## src/rtl/seq_divider.sv

```systemverilog
// Multi-cycle unsigned restoring divider: one quotient bit per clock, fixed latency.
// Optional macro DIV_ZERO_DETECT_EN short-circuits a zero divisor straight to DONE.
module seq_divider #(
   parameter int WIDTH = 4
) (
   input  logic             Clk,
   input  logic             Reset,
   input  logic             Start,
   input  logic [WIDTH-1:0] Dividend,
   input  logic [WIDTH-1:0] Divisor,
   output logic [WIDTH-1:0] Quotient,
   output logic [WIDTH-1:0] Remainder,
   output logic             Busy,
   output logic             Done,
   output logic             DivByZero
);

   localparam int CW = $clog2(WIDTH + 1);

   typedef enum logic [1:0] {
      S_IDLE,
      S_RUN,
      S_DONE
   } state_t;

   state_t           r_state;
   logic [CW-1:0]    r_count;
   logic [WIDTH-1:0] r_work;       // dividend bits shift out, quotient bits shift in
   logic [WIDTH-1:0] r_div;
   logic [WIDTH-1:0] r_rem;
   logic [WIDTH-1:0] r_quotient;
   logic [WIDTH-1:0] r_remainder;
   logic             r_busy;
   logic             r_done;

   // The shifted partial remainder needs WIDTH+1 bits; after the restore step it
   // is always below 2^WIDTH, so only WIDTH bits are kept between steps.
   logic [WIDTH:0]   w_part;
   logic [WIDTH:0]   w_diff;
   logic             w_qbit;
   logic [WIDTH-1:0] w_next_rem;
   logic [WIDTH-1:0] w_next_work;
   logic             w_last;

   assign w_part      = {r_rem, r_work[WIDTH-1]};
   assign w_diff      = w_part - {1'b0, r_div};
   assign w_qbit      = ~w_diff[WIDTH];
   assign w_next_rem  = w_qbit ? w_diff[WIDTH-1:0] : w_part[WIDTH-1:0];
   assign w_next_work = {r_work[WIDTH-2:0], w_qbit};
   assign w_last      = (r_count == CW'(1));

`ifdef DIV_ZERO_DETECT_EN
   logic r_dbz;
   assign DivByZero = r_dbz;
`else
   assign DivByZero = 1'b0;
`endif

   always_ff @(posedge Clk) begin
      if (Reset) begin
         r_state     <= S_IDLE;
         r_count     <= '0;
         r_work      <= '0;
         r_div       <= '0;
         r_rem       <= '0;
         r_quotient  <= '0;
         r_remainder <= '0;
         r_busy      <= 1'b0;
         r_done      <= 1'b0;
`ifdef DIV_ZERO_DETECT_EN
         r_dbz       <= 1'b0;
`endif
      end else begin
         case (r_state)
            S_IDLE: begin
               r_done <= 1'b0;
               if (Start) begin
                  r_div   <= Divisor;
                  r_work  <= Dividend;
                  r_rem   <= '0;
                  r_count <= CW'(WIDTH);
`ifdef DIV_ZERO_DETECT_EN
                  if (Divisor == '0) begin
                     r_quotient  <= '1;
                     r_remainder <= Dividend;
                     r_dbz       <= 1'b1;
                     r_done      <= 1'b1;
                     r_state     <= S_DONE;
                  end else begin
                     r_busy  <= 1'b1;
                     r_state <= S_RUN;
                  end
`else
                  r_busy  <= 1'b1;
                  r_state <= S_RUN;
`endif
               end
            end
            S_RUN: begin
               r_rem   <= w_next_rem;
               r_work  <= w_next_work;
               r_count <= r_count - CW'(1);
               if (w_last) begin
                  r_quotient  <= w_next_work;
                  r_remainder <= w_next_rem;
`ifdef DIV_ZERO_DETECT_EN
                  r_dbz       <= 1'b0;
`endif
                  r_busy      <= 1'b0;
                  r_done      <= 1'b1;
                  r_state     <= S_DONE;
               end
            end
            S_DONE: begin
               r_done  <= 1'b0;
               r_state <= S_IDLE;
            end
            default: begin
               r_busy  <= 1'b0;
               r_done  <= 1'b0;
               r_state <= S_IDLE;
            end
         endcase
      end
   end

   assign Quotient  = r_quotient;
   assign Remainder = r_remainder;
   assign Busy      = r_busy;
   assign Done      = r_done;

endmodule

```

## config.mk

```make
export PLATFORM = sky130hd
export DESIGN_NAME = seq_divider
export DESIGN_NICKNAME = d
export VERILOG_FILES = /design/src/rtl/seq_divider.sv
export SDC_FILE = /design/constraint.sdc
export NUM_CORES = 1
export LEC_CHECK = 0
export ABC_AREA = 0
export CELL_PAD_IN_SITES_DETAIL_PLACEMENT = 0
export CELL_PAD_IN_SITES_GLOBAL_PLACEMENT = 2
export CORE_MARGIN = 8
export CORE_UTILIZATION = 30
export DETAILED_ROUTE_END_ITERATION = 6
export PLACE_DENSITY = 0.79
export SLEW_MARGIN = 20
export SYNTH_ARGS = -nofsm -noshare
export SYNTH_HDL_FRONTEND = slang
export SYNTH_SLANG_ARGS = --single-unit
export TNS_END_PERCENT = 30
```

## constraint.sdc

```tcl
create_clock -name Clk -period 2.3 [get_ports Clk]
set_input_delay 0.69 -clock Clk [delete_from_list [all_inputs] [get_ports Clk]]
set_output_delay 0.69 -clock Clk [all_outputs]
set_load 0.1 [all_outputs]
```

==> metrics.md <==
| Metric | Value |
|---|---|
| Cells after synthesis | `152` |
| Int Power | `733 µW` |
| Min Tclk post-route | `2.17 ns` |
| Synth top area share | `41.8%` |
| Die area | `6660 µm²` |
| Num ports | `22` |
| DR pass1 iterations | `4` |
| Sink Count | `27` |
| Vias in the first global route | `1032` |
| R2r endpoint | `Remainder[3]` |
| Worst R2R Start | `r_work[3]` |
| Via density per instance | `4.75` |
| First-pass GRT wire length | `4.84 mm` |
| # DRC | `0` |
| Synth warn | `0` |
| Final WL | `3.02 mm` |
| P_sw | `355 µW` |
| Hold-critical path depth | `2` |
| H-Tree Depth | `1` |
| Rows | `24` |
| Fraction of layout cells with a size suffix above 1 | `13.8%` |
| Cell Area, Synth | `1290 µm²` |
| Peak VDD IR | `0.000248 V` |
| CTS tree | `done` |
| Global Route Usage Sum | `9.40%` |
| Die height | `81.6 µm` |
| R2R cell count | `8` |
| CP arrival | `2.36 ns` |
| Post-CTS Hold Buffers | `0` |
| CTS root buf | `clkbuf_8` |
| Post-cts gate resize count | `0` |
| WP data required | `2.50 ns` |
| Port bufs | `20` |
| FFs w/ async S/R, synth | `0%` |
| CP Capture Type | `register` |
| Pwr Density | `686 nW/µm²` |
| Worst-margin pin slew | `0.512 ns` |
| ANT cells | `0` |
| Endpoints failing hold | `0` |
| Worst Setup Start Kind | `register` |
| Via count | `1073` |
| # fillers | `458` |
| FMAX | `462 MHz` |
| Largest area contributor in the netlist | `dfxtp_1` |
| Max_slew headroom | `65.8%` |
| Register area share after synthesis | `41.8%` |
| Clock skew | `0.0146 ns` |
| LEAKAGE | `0.000613 µW` |
| DR iter-0 viols | `67` |
| Unique cell type count in the Yosys netlist | `36` |
| Fin crit share | `94.1%` |
| EDFF count, synth | `0` |
| Setup total negative slack | `0 ns` |
| Routed Antenna Nets | `0` |
| DP Area | `1540 µm²` |
| Post-CTS setup buffer count | `0` |
| Power share of the clock group | `26.1%` |
| GR Overflow Total | `0` |
| MaxCap Viol Count | `0` |
| Clk slew on worst S/H paths | `0.10 ns` |
| Flop2flop setup slack | `0.13 ns` |
| CTS Buf Count | `3` |
| Die width | `81.6 µm` |
| Status | `complete, no violations` |
| Endpoints failing setup | `0` |
| Final net count | `193` |
| Clock Path Buffers | `2` |
| Tightest Hold Check Type | `register to register` |
| Worst Path Max Fanout | `13` |
| Switching part of the total | `32.6%` |
| Commonest register cell after synthesis | `dfxtp_1` |
| RSZ-0062 raised after global routing | `false` |
| Initial antenna violation count | `0` |
| Synth top area cells | `dfxtp_1 (42%), nor2_1 (7.3%), a21oi_1 (5.8%), ha_1 (5.8%), nand2_1 (3.8%)` |
| Avg Cell Area, Syn | `8.50 µm²` |
| Synth Net Count | `170` |
| GP Congestion | `0.793` |
| Routed len/inst | `13.4 µm` |
| Hold path endpoint | `Quotient[3]` |
| Core Footprint | `4260 µm²` |
| Crit Path Category | `register to register` |
| Largest net degree at the start of global routing | `26` |
| P&R area growth vs syn | `22.7%` |
| Logic pwr share | `26.2%` |
| Max-slew violation count | `0` |
| FF+latch count, synth | `27` |
| Clock Latency Late Sink | `0.29 ns` |
| Launch point of the worst hold path | `Quotient[3]` |
| DPL Wire Length | `2.26 mm` |
| Sequential Power Share | `47.7%` |
| Design Area, Final | `1590 µm²` |
| Starting Density | `30.3%` |
## flip-flops by register name (all words and copies together), names as in the netlist
signal / flops
r_div: 4
Quotient: 4
r_count: 3
Remainder: 4
Busy: 1
Done: 1
r_state: 2
r_work: 4
r_rem: 4
## critical path, cell delays in order, from the launching register on
cell and delay (ns):
dfxtp_1 0.32, inv_1 0.06, ha_1 0.20, inv_1 0.08
fa_1 0.22, nand3_1 0.09, and3b_1 0.29, or4b_4 0.57
a311oi_2 0.24
## power by group through the flow
stage,clock [µW],sequential [µW],combinational (µW)
floorplan,0,557,187
global placement,0,529,282
detailed placement,0,530,286
CTS,300,519,288
global route,314,523,317
finish,284,519,286
## how the worst max path moves through the flow
stage / depth (start not counted) / slack (ns) / to / from
final: 8 / 0.13 / Remainder[3] / r_work[3]
after global routing: 8 / 0.02 / Remainder[3] / r_work[3]
after CTS: 8 / 0.12 / Remainder[3] / r_work[3]
after detailed placement: 8 / 0.18 / Remainder[3] / r_work[3]
after global placement: 8 / 0.27 / Remainder[3] / r_work[3]
after floorplan: 8 / 0.31 / Remainder[3] / r_work[3]
## routing by layer
| layer | share of wire (%) | track usage [%] |
|---|---|---|
| met5 | 0 | 0 |
| met4 | 2.3 | 5.26 |
| met3 | 4.7 | 2.30 |
| met2 | 44 | 14.4 |
| met1 | 49 | 11.8 |
## cells in the mapped netlist (all sizes together) (2+ instances only)
| master | n |
|---|---|
| dfxtp | 27 |
| a311oi | 3 |
| buf | 3 |
| nand2b | 3 |
| clkbuf | 4 |
| o21ba | 2 |
| nor2 | 25 |
| nand2 | 13 |
| a211oi | 3 |
| nor3b | 2 |
| o31ai | 2 |
| ha | 6 |
| nand3b | 3 |
| nor2b | 2 |
| or3 | 3 |
| a21oi | 15 |
| mux2i | 3 |
| inv | 9 |
| o41ai | 2 |
| nand3 | 3 |
| o211ai | 3 |
| o21a | 2 |
| o21ai | 4 |
## metrics by stage
step	util (%)	worst slack [ns]	total power, µW	hold WS [ns]	instances
finish	37.2	0.135	1090	0.458	226
global route	37.2	0.0220	1150	0.484	226
CTS	37.2	0.118	1110	0.463	226
detailed placement	36.1	0.179	816	0.447	222
global placement	36.1	0.274	811	0.436	222
floorplan	-	0.312	744	0.425	152
## cell families (layout without fill, tap and decap cells)
family / after synthesis / after routing / synth area share [%]
AND/OR/NAND/NOR: 59 / 59 / 22.7
AO/OA/AOI/OAI: 38 / 38 / 19.7
flip-flops: 27 / 27 / 41.8
buffers and inverters: 16 / 38 / 5.13
adder cells (fa/ha/maj): 7 / 7 / 7.36
multiplexers: 3 / 3 / 2.32
other: 1 / 1 / 0.290
XOR/XNOR: 1 / 1 / 0.678
## layout make-up
| class | count | area (µm²) | share of cell area [%] |
|---|---|---|---|
| Multi-Input combinational cell | 109 | 686 | 43.2 |
| Clock inverter | 1 | 7.51 | 0.473 |
| Inverter | 9 | 33.8 | 2.13 |
| Tap cell | 52 | 65.1 | 4.10 |
| Timing Repair Buffer | 25 | 213 | 13.4 |
| Sequential cell | 27 | 541 | 34.1 |
| Clock buffer | 3 | 41.3 | 2.60 |
## layout by cell type, fill, tap and decap left out, types with 2 or more instances in the layout
cell / netlist / final
mux2i_1: 3 / 3
nand2b_1: 3 / 3
o21ba_2: 2 / 2
or3_1: 3 / 3
a211oi_1: 3 / 3
o21ai_0: 4 / 4
a21oi_1: 15 / 15
o31ai_1: 2 / 2
o21a_1: 2 / 2
o211ai_1: 3 / 3
clkdlybuf4s50_1: 0 / 10
ha_1: 6 / 6
buf_4: 1 / 15
inv_1: 9 / 9
dfxtp_1: 27 / 27
clkbuf_8: 0 / 3
nand3b_1: 3 / 3
a311oi_1: 2 / 2
nand2_1: 13 / 13
nor2b_1: 2 / 2
nand3_1: 3 / 3
o41ai_1: 2 / 2
nor2_1: 25 / 25
Power figures use the tool's default switching activity.
